## src/rtl/alu_muldiv_pkg.sv

```systemverilog
// Shared types and constants for the sequential multiply/divide unit.
// The divide path is built only when ALU_MULDIV_DIV_EN is defined.
package alu_muldiv_pkg;

    typedef enum logic [1:0] {
        IDLE = 2'b00,
        RUN  = 2'b01,
        DONE = 2'b10
    } state_t;

    localparam logic [2:0] OP_ADD = 3'b100;
    localparam logic [2:0] OP_OR  = 3'b101;
    localparam logic [2:0] OP_XOR = 3'b110;
    localparam logic [2:0] OP_AND = 3'b111;

    localparam logic OP_MUL = 1'b0;
    localparam logic OP_DIV = 1'b1;

endpackage

```

## src/rtl/alu_muldiv_if.sv

```systemverilog
// Request/result handshake plus the borrowed-ALU operand bus of the muldiv sequencer.
interface alu_muldiv_if #(parameter int WIDTH = 16);

    logic             start;
    logic             op;
    logic [WIDTH-1:0] opa;
    logic [WIDTH-1:0] opb;
    logic             hold;
    logic             busy;
    logic             done;
    logic [WIDTH-1:0] res_hi;
    logic [WIDTH-1:0] res_lo;
    logic             dz;
    logic             alu_own;
    logic [WIDTH-1:0] alu_A;
    logic [WIDTH-1:0] alu_B;
    logic [2:0]       alu_Op;
    logic             alu_Cin;
    logic             alu_invA;
    logic             alu_invB;
    logic [WIDTH-1:0] alu_Out;
    logic             alu_Cout;

    modport slave (
        input  start, op, opa, opb, hold, alu_Out, alu_Cout,
        output busy, done, res_hi, res_lo, dz, alu_own,
               alu_A, alu_B, alu_Op, alu_Cin, alu_invA, alu_invB
    );

    modport master (
        output start, op, opa, opb, hold, alu_Out, alu_Cout,
        input  busy, done, res_hi, res_lo, dz, alu_own,
               alu_A, alu_B, alu_Op, alu_Cin, alu_invA, alu_invB
    );

endinterface

```

## src/rtl/alu_muldiv_dp.sv

```systemverilog
// Shift-add multiply / restoring divide datapath: hi/lo/operand registers and the
// per-iteration next-value muxing around the externally supplied ALU result.
module alu_muldiv_dp #(
    parameter int WIDTH = 16
) (
    input  logic             i_clk,
    input  logic             i_rst,
    input  logic             i_load,
    input  logic             i_load_div,
    input  logic             i_step,
    input  logic             i_is_div,
    input  logic [WIDTH-1:0] i_opa,
    input  logic [WIDTH-1:0] i_opb,
    input  logic [WIDTH-1:0] i_alu_out,
    input  logic             i_alu_cout,
    output logic [WIDTH-1:0] o_alu_a,
    output logic [WIDTH-1:0] o_alu_b,
    output logic [WIDTH-1:0] o_hi_nxt,
    output logic [WIDTH-1:0] o_lo_nxt
);

    logic [WIDTH-1:0] r_hi;
    logic [WIDTH-1:0] r_lo;
    logic [WIDTH-1:0] r_m;
    logic [WIDTH-1:0] w_alu_a;
    logic [WIDTH-1:0] w_s;
    logic             w_c;
    logic             w_take;

    // Next hi/lo for one iteration; div treats {hi,lo[15]} as the 17-bit trial value.
    always_comb begin
        w_alu_a  = r_hi;
        w_s      = r_hi;
        w_c      = 1'b0;
        w_take   = 1'b0;
        o_hi_nxt = r_hi;
        o_lo_nxt = r_lo;
        if (i_is_div) begin
            w_alu_a  = {r_hi[WIDTH-2:0], r_lo[WIDTH-1]};
            w_take   = r_hi[WIDTH-1] | i_alu_cout;
            if (w_take) begin
                o_hi_nxt = i_alu_out;
            end else begin
                o_hi_nxt = w_alu_a;
            end
            o_lo_nxt = {r_lo[WIDTH-2:0], w_take};
        end else begin
            if (r_lo[0]) begin
                w_c = i_alu_cout;
                w_s = i_alu_out;
            end else begin
                w_c = 1'b0;
                w_s = r_hi;
            end
            o_hi_nxt = {w_c, w_s[WIDTH-1:1]};
            o_lo_nxt = {w_s[0], r_lo[WIDTH-1:1]};
        end
    end

    // Operand capture on accept, one iteration per un-held RUN cycle.
    always_ff @(posedge i_clk or posedge i_rst) begin
        if (i_rst) begin
            r_hi <= {WIDTH{1'b0}};
            r_lo <= {WIDTH{1'b0}};
            r_m  <= {WIDTH{1'b0}};
        end else if (i_load) begin
            r_hi <= {WIDTH{1'b0}};
            r_lo <= i_load_div ? i_opa : i_opb;
            r_m  <= i_load_div ? i_opb : i_opa;
        end else if (i_step) begin
            r_hi <= o_hi_nxt;
            r_lo <= o_lo_nxt;
        end
    end

    assign o_alu_a = w_alu_a;
    assign o_alu_b = r_m;

endmodule

```

## src/rtl/alu_muldiv_seq.sv

```systemverilog
// Multi-cycle 16-bit unsigned multiply/divide sequencer driving a shared ALU.
// Define ALU_MULDIV_DIV_EN to build the divide path and divide-by-zero flag.
module alu_muldiv_seq
    import alu_muldiv_pkg::*;
#(
    parameter int WIDTH = 16,
    parameter int CNT_W = 4
) (
    input  logic          i_clk,
    input  logic          i_rst,
    alu_muldiv_if.slave   bus
);

`ifdef ALU_MULDIV_DIV_EN
    localparam logic DIV_EN = 1'b1;
`else
    localparam logic DIV_EN = 1'b0;
`endif

    state_t           r_state;
    state_t           w_state_nxt;
    logic [CNT_W-1:0] r_cnt;
    logic             r_busy;
    logic             r_done;
    logic             r_is_div;
    logic [WIDTH-1:0] r_res_hi;
    logic [WIDTH-1:0] r_res_lo;
    logic             w_accept;
    logic             w_load_div;
    logic             w_step;
    logic             w_last;
    logic [WIDTH-1:0] w_hi_nxt;
    logic [WIDTH-1:0] w_lo_nxt;
    logic [WIDTH-1:0] w_alu_a;
    logic [WIDTH-1:0] w_alu_b;

    assign w_load_div = (bus.op == OP_DIV) & DIV_EN;
    assign w_accept   = bus.start & (r_state == IDLE) & ((bus.op == OP_MUL) | DIV_EN);
    assign w_step     = (r_state == RUN) & ~bus.hold;
    assign w_last     = w_step & (r_cnt == {CNT_W{1'b1}});

    // State register.
    always_ff @(posedge i_clk or posedge i_rst) begin
        if (i_rst) begin
            r_state <= IDLE;
        end else begin
            r_state <= w_state_nxt;
        end
    end

    // Next-state logic.
    always_comb begin
        w_state_nxt = r_state;
        case (r_state)
            IDLE: begin
                if (w_accept) begin
                    w_state_nxt = RUN;
                end else begin
                    w_state_nxt = IDLE;
                end
            end
            RUN: begin
                if (w_last) begin
                    w_state_nxt = DONE;
                end else begin
                    w_state_nxt = RUN;
                end
            end
            DONE:    w_state_nxt = IDLE;
            default: w_state_nxt = IDLE;
        endcase
    end

    // Iteration counter, status flags and result capture.
    always_ff @(posedge i_clk or posedge i_rst) begin
        if (i_rst) begin
            r_cnt    <= {CNT_W{1'b0}};
            r_busy   <= 1'b0;
            r_done   <= 1'b0;
            r_is_div <= 1'b0;
            r_res_hi <= {WIDTH{1'b0}};
            r_res_lo <= {WIDTH{1'b0}};
        end else begin
            r_done <= w_last;
            if (w_accept) begin
                r_cnt    <= {CNT_W{1'b0}};
                r_busy   <= 1'b1;
                r_is_div <= w_load_div;
                r_res_hi <= {WIDTH{1'b0}};
                r_res_lo <= {WIDTH{1'b0}};
            end else begin
                if (w_step) begin
                    r_cnt <= r_cnt + CNT_W'(1);
                end
                if (w_last) begin
                    r_res_hi <= w_hi_nxt;
                    r_res_lo <= w_lo_nxt;
                end
                if (r_state == DONE) begin
                    r_busy <= 1'b0;
                end
            end
        end
    end

    alu_muldiv_dp #(.WIDTH(WIDTH)) u_dp (
        .i_clk      (i_clk),
        .i_rst      (i_rst),
        .i_load     (w_accept),
        .i_load_div (w_load_div),
        .i_step     (w_step),
        .i_is_div   (r_is_div),
        .i_opa      (bus.opa),
        .i_opb      (bus.opb),
        .i_alu_out  (bus.alu_Out),
        .i_alu_cout (bus.alu_Cout),
        .o_alu_a    (w_alu_a),
        .o_alu_b    (w_alu_b),
        .o_hi_nxt   (w_hi_nxt),
        .o_lo_nxt   (w_lo_nxt)
    );

`ifdef ALU_MULDIV_DIV_EN
    logic r_dz;

    // Divide-by-zero flag, decided at accept and held until the next accept.
    always_ff @(posedge i_clk or posedge i_rst) begin
        if (i_rst) begin
            r_dz <= 1'b0;
        end else if (w_accept) begin
            r_dz <= w_load_div & (bus.opb == {WIDTH{1'b0}});
        end
    end

    assign bus.dz       = r_dz;
    assign bus.alu_Cin  = r_is_div;
    assign bus.alu_invB = r_is_div;
`else
    assign bus.dz       = 1'b0;
    assign bus.alu_Cin  = 1'b0;
    assign bus.alu_invB = 1'b0;
`endif

    assign bus.busy     = r_busy;
    assign bus.done     = r_done;
    assign bus.res_hi   = r_res_hi;
    assign bus.res_lo   = r_res_lo;
    assign bus.alu_own  = (r_state == RUN) & ~bus.hold;
    assign bus.alu_A    = w_alu_a;
    assign bus.alu_B    = w_alu_b;
    assign bus.alu_Op   = OP_ADD;
    assign bus.alu_invA = 1'b0;

endmodule
```

## src/flat_wrapper.sv

```systemverilog
// flat-port wrapper written by rule: the top's interface ports become plain ports
module alu_muldiv_seq_flat import alu_muldiv_pkg::*;
#(
    parameter int WIDTH = 16,
    parameter int CNT_W = 4
)
  (i_clk, i_rst, bus_start, bus_op, bus_opa, bus_opb, bus_hold, bus_alu_Out, bus_alu_Cout, bus_busy, bus_done, bus_res_hi, bus_res_lo, bus_dz, bus_alu_own, bus_alu_A, bus_alu_B, bus_alu_Op, bus_alu_Cin, bus_alu_invA, bus_alu_invB);
  alu_muldiv_if #(.WIDTH(WIDTH)) bus_i ();
  input  logic i_clk;
  input  logic i_rst;
  input wire logic [$bits(bus_i.start)-1:0] bus_start;
  input wire logic [$bits(bus_i.op)-1:0] bus_op;
  input wire logic [$bits(bus_i.opa)-1:0] bus_opa;
  input wire logic [$bits(bus_i.opb)-1:0] bus_opb;
  input wire logic [$bits(bus_i.hold)-1:0] bus_hold;
  input wire logic [$bits(bus_i.alu_Out)-1:0] bus_alu_Out;
  input wire logic [$bits(bus_i.alu_Cout)-1:0] bus_alu_Cout;
  output wire logic [$bits(bus_i.busy)-1:0] bus_busy;
  output wire logic [$bits(bus_i.done)-1:0] bus_done;
  output wire logic [$bits(bus_i.res_hi)-1:0] bus_res_hi;
  output wire logic [$bits(bus_i.res_lo)-1:0] bus_res_lo;
  output wire logic [$bits(bus_i.dz)-1:0] bus_dz;
  output wire logic [$bits(bus_i.alu_own)-1:0] bus_alu_own;
  output wire logic [$bits(bus_i.alu_A)-1:0] bus_alu_A;
  output wire logic [$bits(bus_i.alu_B)-1:0] bus_alu_B;
  output wire logic [$bits(bus_i.alu_Op)-1:0] bus_alu_Op;
  output wire logic [$bits(bus_i.alu_Cin)-1:0] bus_alu_Cin;
  output wire logic [$bits(bus_i.alu_invA)-1:0] bus_alu_invA;
  output wire logic [$bits(bus_i.alu_invB)-1:0] bus_alu_invB;
  assign bus_i.start = bus_start;
  assign bus_i.op = bus_op;
  assign bus_i.opa = bus_opa;
  assign bus_i.opb = bus_opb;
  assign bus_i.hold = bus_hold;
  assign bus_i.alu_Out = bus_alu_Out;
  assign bus_i.alu_Cout = bus_alu_Cout;
  assign bus_busy = bus_i.busy;
  assign bus_done = bus_i.done;
  assign bus_res_hi = bus_i.res_hi;
  assign bus_res_lo = bus_i.res_lo;
  assign bus_dz = bus_i.dz;
  assign bus_alu_own = bus_i.alu_own;
  assign bus_alu_A = bus_i.alu_A;
  assign bus_alu_B = bus_i.alu_B;
  assign bus_alu_Op = bus_i.alu_Op;
  assign bus_alu_Cin = bus_i.alu_Cin;
  assign bus_alu_invA = bus_i.alu_invA;
  assign bus_alu_invB = bus_i.alu_invB;
  alu_muldiv_seq #(.WIDTH(WIDTH), .CNT_W(CNT_W)) u_core (.i_clk(i_clk), .i_rst(i_rst), .bus(bus_i));
endmodule
```

## config.mk

```make
export PLATFORM = sky130hd
export DESIGN_NAME = alu_muldiv_seq_flat
export DESIGN_NICKNAME = d
export VERILOG_FILES = /design/src/rtl/alu_muldiv_pkg.sv /design/src/rtl/alu_muldiv_if.sv /design/src/rtl/alu_muldiv_dp.sv /design/src/rtl/alu_muldiv_seq.sv /design/src/flat_wrapper.sv
export SDC_FILE = /design/constraint.sdc
export NUM_CORES = 1
export LEC_CHECK = 0
export CAP_MARGIN = 20
export CORE_ASPECT_RATIO = 0.8
export CORE_MARGIN = 1.5
export CORE_UTILIZATION = 49
export CTS_BUF_LIST = sky130_fd_sc_hd__clkbuf_16
export DETAILED_ROUTE_END_ITERATION = 8
export GPL_TIMING_DRIVEN = 0
export MAX_ROUTING_LAYER = met4
export PLACE_DENSITY_LB_ADDON = 0.1
export SYNTH_ARGS = -nofsm -noshare
export SYNTH_HDL_FRONTEND = slang
export SYNTH_SLANG_ARGS = --single-unit
export TNS_END_PERCENT = 20
```

## constraint.sdc

```tcl
create_clock -name i_clk -period 6.5 [get_ports i_clk]
set_clock_uncertainty 0.1 [all_clocks]
set_input_delay 1.3 -clock i_clk [delete_from_list [all_inputs] [get_ports i_clk]]
set_output_delay 1.3 -clock i_clk [all_outputs]
set_load 0.01 [all_outputs]
```

======== Word level (Yosys, flattened, before mapping) ========
Index checks and enable logic that the tools add are counted.
cells by class
  add/sub/neg operators ................... 1
  equal/unequal tests ..................... 3
  muxes and demuxes ....................... 17
  bitwise gates (word level) .............. 6
  reduce and logical (&&, ||, !) cells .... 4
operators by type and width
  kind                                                                   number
  16-bit 2-to-1 mux                                                      9
  4-bit 2-to-1 mux                                                       2
  2-bit nonzero test                                                     3
  4-bit by 1-bit adder with 4-bit output, second input constant          1
  1-bit bitwise AND                                                      4
  4-bit equality test, second input constant                             1
  1-bit 2-to-1 mux                                                       4
  2-bit case mux with 2 select lines                                     1
  2-bit by 1-bit equality test with 1-bit output, second input constant  1
  2-bit equality test, second input constant                             1
  2-bit logical NOT                                                      1
  2-bit 2-to-1 mux                                                       1
  1-bit NOT                                                              2
word-level totals
  bits in registers ....................... 88
  input bits .............................. 54
  output and inout port bits .............. 74
  word-level logic and storage cells ...... 40

======== Longest topological paths before layout ========
Gate-level depths: netlist of run 1.
  depth in word-level cells ............... 5
  depth in mapped cells ................... 6
  depth with buffers taken out ............ 4

======== Cells and area by module ========
A second synthesis of run 1 with hierarchy kept.
unflattened totals
  cell total of the unflattened synthesis .. 485
  area total of the unflattened synthesis .. 5205.0 um2
modules (own cells, without submodules)
  module          instances  cells each  area each (um2)  sequential area each (um2)
  alu_muldiv_dp   1          310         3324.4           1201.2
  alu_muldiv_seq  1          175         1880.6           1001.0

======== Worst setup path before layout of run 1 ========
OpenSTA, ideal clock, no wires.
  kind .................................... input to output
  start point ............................. in bus_hold
  end point ............................... out bus_alu_own
  arrival ................................. 2072 ps
  data required time ...................... 5100 ps
  slack ................................... 3028 ps
  stages on the path ...................... 4
  cells stage by stage .................... or3b_1 buf_2 clkinv_2 buf_2
on the way
  longest elaborated chain between the ends .. 2
RTL lines
  element            RTL line               source
  from (decl)        flat_wrapper.sv:15     input wire logic [$bits(bus_i.hold)-1:0] bus_hold;
  1-bit NOT          alu_muldiv_seq.sv:148  assign bus.alu_own = (r_state == RUN) & ~bus.hold;
  1-bit bitwise AND  alu_muldiv_seq.sv:148
  to (decl)          flat_wrapper.sv:23     output wire logic [$bits(bus_i.alu_own)-1:0] bus_alu_own;
Every way passes these cells.

======== Final worst setup path of run 1 ========
Same ends and word-level chain as after synthesis.

==> out/summary.md, run 1 <==
Relative to the synthesized area, the layout overhead comes to 43.2%. The die is 82.1 um tall. In this run the worst path has a maximum fanout of 10. Switching power summed over all nets: 0.828 mW. The final cycle utilization of the critical path is 70.8%, and the first-pass GRT wire length is 16.9 mm. After clock tree synthesis, the flow added hold-fix buffers numbering 0. Count of buffer and inverter cells on the critical path: 5.

The tools report the post-CTS resize count as 0. The clock insertion delay at the later pin of the skew report is 330 ps, and the maximum clock insertion buffer count is 2. The run gives 0 as the number of setup buffers added after CTS.

Global routing used 27.3% of the available tracks across all layers. The multi-input combinational cells in the finished layout cover a total of 0.00141 mm2. The mean number of vias per cell came out at 5.52. The flow ran to the end, and the final reports show no timing, DRC or antenna violations. Cell with the largest stage delay on the worst path: sky130_fd_sc_hd__clkdlybuf4s50_1. Across all setup checks in the final design, the least slack found is 1900 ps.

By startpoint and endpoint, the worst setup path is classified as in2out. The cell area that synthesis handed to floorplanning was 0.00383 mm2. The global routing met2 resource utilization was 41.8%.

The tools report the power after layout as 2.34 mW. The share of total power in combinational logic is 40.4%. TritonCTS built the clock tree. The tools report the final hold violation count as 0. Wire length per cell: 16.2 um.

The Yosys step of the flow raised 0 warnings. The library cells used most frequently in the layout, excluding fill and tap cells, are sky130_fd_sc_hd__clkdlybuf4s50_1 (120), sky130_fd_sc_hd__dfrtp_1 (88), sky130_fd_sc_hd__nand2_1 (83). The tools report the total clock buffers created by CTS as 9.

The internal power was 1.51 mW. In this run the critical register-to-register path is launched from u_core.r_state[0]. The tools report the final antenna diode count as 0. The tools report the launching element of the worst setup path as bus_hold.

Setup repair after global routing left no endpoint under its margin. For this run, the post-layout net count is 591. For the area of the core region, the log shows 0.00750 mm2. The worst hold path belongs to the class reg2reg. Among cell families on the critical path, the largest total delay comes from buffers and inverters. The H-tree was split into 3 levels. Global routing used 37.1% of the available met1 tracks.

The layout filler cell count came out at 579. The I/O pin count came out at 128. Clock-pin slew was measured on the worst setup and hold paths at 70 ps.

For this design the static power due to leakage is 2.38 nW. For this run, the top clock speed supported by timing is 0.217 GHz. The mean instance size in the synthesized netlist was 9.61 um2. The most common cell after layout, fill and taps aside was sky130_fd_sc_hd__clkdlybuf4s50_1. Data arrives at the worst endpoint at 3200 ps. The tools report the minimum setup slack after placement as 1940 ps.

The run gives 0 as the max-slew violation count. The end-of-flow core utilization is 73.2%, and the number of DRC violations after detailed routing is 0. The placer's final routability congestion estimate is 0.903, and the worst IR drop on VDD is 0.268 mV. The layer flagged by global routing as most heavily used is met2.

The actual transition at the worst max-transition pin came out at 586 ps. The final layout contains routed wiring with a total length of 10.4 mm. The number of library cell types mapped by synthesis came out at 26. The sum of net half-perimeters after detailed placement is 7.35 mm, and the relative slew slack is 61.0%. For this configuration, the core starts out at a cell density of 51.1%.

The tools report the root buffer cell as sky130_fd_sc_hd__clkbuf_16. Power spread over the standard cell area amounts to 426 mW/mm2. The number of global-route vias before repair came out at 3496. Summing all non-filler instances in the final layout gives an area of 0.00549 mm2. The first detailed-routing pass ran for 5 iterations.

In the synthesized netlist, the number of instances is 399. The logs give 0 for the initial antenna violation count and 3563 for the overall via count from detail_route. The tools report the hold path startpoint as u_core.u_dp.o_alu_b[7].

In the final layout, flip-flops and latches occupy 0.00220 mm2. Measured along the x axis, the die boundary spans 102 um. Net switching is 35.4% of the power. Traced cell by cell, the critical path runs through clkdlybuf4s50_1, or3b_1, buf_2, clkinv_2, buf_2, clkdlybuf4s50_1. The die covers 0.00836 mm2.

The share of final-layout standard cells stronger than drive strength 1 came out at 8.13%. STA classifies the critical path endpoint as an output port. Non-filler instance count after layout: 646.

The logs give 0.00521 mm2 for the cell area after placement and 378 ps for the final hold slack. STA puts the critical path data required time at 5100 ps. The maximum single-stage delay on the critical path was 580 ps; the final setup violation count was 0. STA classifies the critical path startpoint as a primary input. Counting every sink on the clock net gives 88. The floorplan has 28 rows. Adding up every negative setup slack in the final design gives 0 ps. After detailed placement, the design holds a cell count of 630. Global routing used 6.73% of the available met3 tracks. For the overflow left after global routing, the log shows 0. Across the run, the number of max-cap violations was 0. The detail route stage leaves a number of antenna-violating nets equal to 0. Per report_power, the clock group accounts for 20.4% of the total. The tools report the sequential fraction of design power as 39.2%.

During placement, the flow inserted port buffers numbering 120. After synthesis the netlist holds a flip-flop and latch count of 88. Entering global routing, the biggest net connects 71 pins. Counting I/O delays and the setup requirement, the final critical path takes 4600 ps. Summing the sequential cell areas from Yosys gives 57.5% of the chip area. The DRC marker count from the first detailed-route iteration was 275.
==> layer usage <==
metal	routed length, um	vias up
li1	-	1642
met4	77	0
met5	0	-
met2	4900	192
met1	4550	1721
met3	919	8
==> worst min-delay path: stages, from the launching register on <==
cell and delay (ps):
sky130_fd_sc_hd__dfrtp_1 340, sky130_fd_sc_hd__nand2_1 50, sky130_fd_sc_hd__nand2_1 60
==> final timing paths <==
kind                                     endpoint  slack (ps)  cells past startpoint
max                                   bus_alu_own        1900                      6
min                        u_core.u_dp.o_alu_b[7]         380                      2
max reg2reg                  u_core.bus.res_lo[8]        4470                      4
min reg2reg                u_core.u_dp.o_alu_b[7]         380                      2
max in group asynchronous     u_core.u_dp.r_lo[1]        4520                      3
min in group asynchronous  u_core.u_dp.o_alu_b[5]        1160                      2
==> power groups by stage <==
stage | Sequential (mW) | Combinational, mW | Clock [mW]
after global routing | 0.944 | 1.04 | 0.505
final | 0.916 | 0.945 | 0.477
after floorplan | 0.960 | 0.419 | 0
after CTS | 0.914 | 0.949 | 0.478
after detailed placement | 0.920 | 0.940 | 0
after global placement | 0.913 | 0.918 | 0
==> cell families (layout without fill, tap and decap cells) <==
kind of cell,count (synthesis),in the layout,share of synthesized area (%)
adders and majority gates,1,1,0.326
other,2,7,0.196
muxes,18,18,4.73
AOI/OAI and AO/OA,103,103,16.0
buffers and inverters,46,183,6.14
DFF,88,88,57.5
and+or+nand+nor,141,141,15.2
==> registers in the layout (all words and copies together), names as in the netlist <==
signal,flops
u_core.bus.res_hi,16
u_core.bus.res_lo,16
u_core.u_dp.o_alu_b,16
u_core.u_dp.r_hi,16
u_core.u_dp.r_lo,16
u_core.r_cnt,4
u_core.r_state,2
u_core.bus.busy,1
u_core.bus.done,1
==> layout make-up <==
class | instances | share of cell area (%)
repair buffers | 121 | 22.4
clock buffers | 9 | 4.10
flip-flops and latches | 88 | 40.1
plain buffers | 41 | 3.92
well taps | 105 | 2.39
inverters | 5 | 0.410
clock inverters | 7 | 0.889
multi-input cells | 270 | 25.8
==> synth_stat cells <==
master	number	area share [%]
sky130_fd_sc_hd__a211oi_1	31	6.1
sky130_fd_sc_hd__a21oi_1	35	4.6
sky130_fd_sc_hd__a31oi_1	15	2.4
sky130_fd_sc_hd__and3_1	1	0.16
sky130_fd_sc_hd__buf_2	13	1.7
sky130_fd_sc_hd__buf_4	10	2.0
sky130_fd_sc_hd__buf_6	1	0.29
sky130_fd_sc_hd__clkbuf_1	17	1.7
sky130_fd_sc_hd__clkinv_2	1	0.13
sky130_fd_sc_hd__conb_1	2	0.20
sky130_fd_sc_hd__dfrtp_1	88	57
sky130_fd_sc_hd__ha_1	1	0.33
sky130_fd_sc_hd__inv_1	4	0.39
sky130_fd_sc_hd__mux2_2	1	0.29
sky130_fd_sc_hd__mux2i_1	17	4.4
sky130_fd_sc_hd__nand2_1	83	8.1
sky130_fd_sc_hd__nand3_1	19	2.5
sky130_fd_sc_hd__nand4_1	1	0.16
sky130_fd_sc_hd__nor2_1	31	3.0
sky130_fd_sc_hd__nor2_2	1	0.16
sky130_fd_sc_hd__nor4b_1	1	0.23
sky130_fd_sc_hd__o21ai_0	20	2.6
sky130_fd_sc_hd__o21ai_1	2	0.26
sky130_fd_sc_hd__or3_1	2	0.33
sky130_fd_sc_hd__or3b_1	1	0.23
sky130_fd_sc_hd__or4b_1	1	0.26
(Power assumes the default switching activity.)
==> run 2, diff against run 1 <==
--- a/config.mk
+++ b/config.mk
@@ -8,7 +8,7 @@
 export CAP_MARGIN = 20
 export CORE_ASPECT_RATIO = 0.8
 export CORE_MARGIN = 1.5
-export CORE_UTILIZATION = 49
+export CORE_UTILIZATION = 41
 export CTS_BUF_LIST = sky130_fd_sc_hd__clkbuf_16
 export DETAILED_ROUTE_END_ITERATION = 8
 export GPL_TIMING_DRIVEN = 0
==> constraint.sdc (replaced) <==
create_clock -name i_clk -period 4.2 [get_ports i_clk]
set_clock_uncertainty 0.1 [all_clocks]
set_input_delay 0.84 -clock i_clk [delete_from_list [all_inputs] [get_ports i_clk]]
set_output_delay 0.84 -clock i_clk [all_outputs]
set_load 0.01 [all_outputs]
==> out/summary.md, run 2 (same netlist as run 1, synthesis figures left out) <==
The run finished with clean final reports. Counting I/O delays and the setup requirement, the final critical path takes 3650 ps. The placer's final routability congestion estimate is 0.825 (-8.6%). The reported max-cap violation count is 0 (unchanged), and the post-CTS resize count is 0 (unchanged). For the initial core utilization, the log shows 42.2% (-8.9 points). On the critical path, the stage with the largest delay is an instance of sky130_fd_sc_hd__clkdlybuf4s50_1. The run gives 2160 ps (-2310 ps) as the register-to-register setup slack. The tools report the sum of net half-perimeters after detailed placement as 7.58 mm (+3.1%).

The run gives 340 ps (about the same) as the clock insertion delay at the later pin of the skew report. The DRC marker count from the first detailed-route iteration is 155 (-44%). The type of destination of the critical path is an output port. The clock-pin slew on the worst setup and hold paths works out to 70 ps (about the same). The first-pass GRT wire length came out at 17.0 mm (+0.74%). The worst setup path is of the in2out kind.

The number of DRC violations after detailed routing was 0 (unchanged). The number of global-route vias before repair is 3273 (-6.4%), and the I/O pin count is 128 (unchanged). The tree is rooted in a sky130_fd_sc_hd__clkbuf_16. The footprint of the flip-flops and latches came out at 0.00220 mm2 (unchanged).

The worst-case reg-to-reg path depth came out at 6 (+2). The logs give 0 (unchanged) for the final setup violation count and 10.7 mm (+2.7%) for the total wire length. The tools report the area of the die as 0.00994 mm2 (+19%). In this design, the largest share of critical-path delay is due to buffers and inverters. The end point of the most critical hold path is u_core.u_dp.o_alu_b[9]. The logs give 2.39 nW (+0.19%) for the leakage power of the design and 31 (+11%) for the total number of placement rows.

The overall routing resource usage was 22.6% (-4.7 points); the overall via count from detail_route was 3458 (-2.9%). The maximum single-stage delay on the critical path was 570 ps (about the same). The number of nets in the layout is 591 (unchanged), and the actual transition at the worst max-transition pin is 570 ps (-15.1 ps). The maximum clock insertion buffer count was 2 (unchanged); the total clock buffers created by CTS was 9 (unchanged).

The critical-path maximum fanout was 10 (unchanged). TritonCTS built the clock tree. The worst register-to-register path begins at u_core.r_cnt[0].

The cell area power density works out to 659 mW/mm2 (+55%). The logs give 2710 ps (-490 ps) for the endpoint arrival time on the critical path and 821 (+42%) for the layout filler cell count. The startpoint identified for the worst hold timing path is u_core.u_dp.o_alu_b[9]. Total of hold buffers inserted after clock tree synthesis: 0 (unchanged). The vertical die dimension is 89.5 um (+9.0%), and the area of combinational cells with multiple inputs is 0.00141 mm2 (unchanged). The run gives 0 ps (unchanged) as the total negative slack. Most common cell after layout, fill and taps aside: sky130_fd_sc_hd__clkdlybuf4s50_1. The total of buffers placed on input and output ports is 120 (unchanged).

The horizontal die dimension is 111 um (+9.1%), and the area of the core region is 0.00908 mm2 (+21%). The number of stages on the worst hold path was 2 (unchanged); the final hold violation count was 0 (unchanged). The run gives 0.00523 mm2 (+0.24%) as the cell area after placement. The worst setup path is launched from a primary input. The critical path required time is 3260 ps (-1840 ps).

Timing would allow up to 0.274 GHz. The tools report the number of setup buffers added after CTS as 0 (unchanged). The run gives 5 (unchanged) as the number of optimization iterations in the first detailed-route pass. The overflow left after global routing is 0 (unchanged), and the final design area excluding fillers is 0.00551 mm2 (+0.32%). The final cycle utilization of the critical path was 87.0%; the share of final-layout standard cells stronger than drive strength 1 was 8.32% (+0.18 points). The pin count of the biggest net entering global routing came out at 48 (-32%). The initial antenna violation count was 0 (unchanged); the mean number of vias per cell was 5.27 (-4.4%). The wire length per cell works out to 16.4 um (+1.1%). Setup repair after global routing left no endpoint under its margin.

The H-tree level count is 3 (unchanged). The top cell types in the final layout, fill and taps aside, are sky130_fd_sc_hd__clkdlybuf4s50_1 (120), sky130_fd_sc_hd__dfrtp_1 (88), sky130_fd_sc_hd__nand2_1 (83). The worst register-to-register path ends at u_core.bus.res_lo[15].

The run gives 0 (unchanged) as the final antenna diode count. The run gives 0 (unchanged) as the max-slew violation count. The path class of the tightest hold or removal check is reg2reg. The area growth from synthesis to layout is 43.7%. The signal on the critical path passes through clkdlybuf4s50_1, or3b_1, buf_2, clkinv_2, buf_2, clkdlybuf4s50_1.

The clock sink total was 88 (unchanged); the worst IR drop on VDD was 0.322 mV (+20%). The run gives 0 (unchanged) as the number of routed nets with antenna violations. The run gives 62.0% (+1.0 points) as the relative slew slack. The count of buffer and inverter cells on the critical path works out to 5 (unchanged).
run 2: stage by stage:
| step | power (mW) | hold WS, ps | instances | utilization (%) | worst slack (ps) |
|---|---|---|---|---|---|
| after global routing | 3.85 | 389 | 656 | 60.7 | 461 |
| after CTS | 3.65 | 378 | 656 | 60.7 | 538 |
| after floorplan | 2.13 | 375 | 404 | - | 981 |
| after global placement | 2.85 | 359 | 639 | 57.3 | -451 |
| after detailed placement | 2.88 | 362 | 640 | 57.6 | 538 |
| final | 3.63 | 372 | 656 | 60.7 | 547 |
run 2: routing by layer:
| metal | up-vias | track usage (%) | part of all wire, % |
|---|---|---|---|
| li1 | 1639 | - | - |
| met1 | 1685 | 30.2 | 46 |
| met2 | 130 | 34.0 | 45 |
| met3 | 4 | 6.85 | 7.6 |
| met4 | 0 | 5.52 | 0.49 |
| met5 | - | - | 0 |
run 2: worst min-delay path: cells and delay by family, from the launching register on:
family	cells	cell delay (ps)
and+or+nand+nor	2	100
DFF	1	340
run 2: how the worst max path moves through the flow:
stage | start | endpoint | slack, ps | depth (start not counted)
global placement | i_rst | u_core.bus.res_lo[3] | -450 | 2
detailed placement | bus_hold | bus_alu_own | 540 | 6
finish | bus_hold | bus_alu_own | 550 | 6
floorplan | i_rst | u_core.bus.busy | 980 | 1
CTS | bus_hold | bus_alu_own | 540 | 6
global route | bus_hold | bus_alu_own | 460 | 6
run 2: power breakdown:
group | switching [mW] | total [mW] | internal [mW]
Combinational | 0.700 | 1.46 | 0.756
Sequential | 0.236 | 1.41 | 1.18
Clock | 0.352 | 0.758 | 0.406
run 2: area by class of cell:
| type | instances | area share (%) |
|---|---|---|
| Clock buffer | 9 | 4.09 |
| Sequential cell | 88 | 40.0 |
| Inverter | 5 | 0.409 |
| Timing Repair Buffer | 121 | 22.3 |
| Tap cell | 115 | 2.61 |
| Multi-Input combinational cell | 270 | 25.7 |
| Buffer | 41 | 3.91 |
| Clock inverter | 7 | 0.977 |
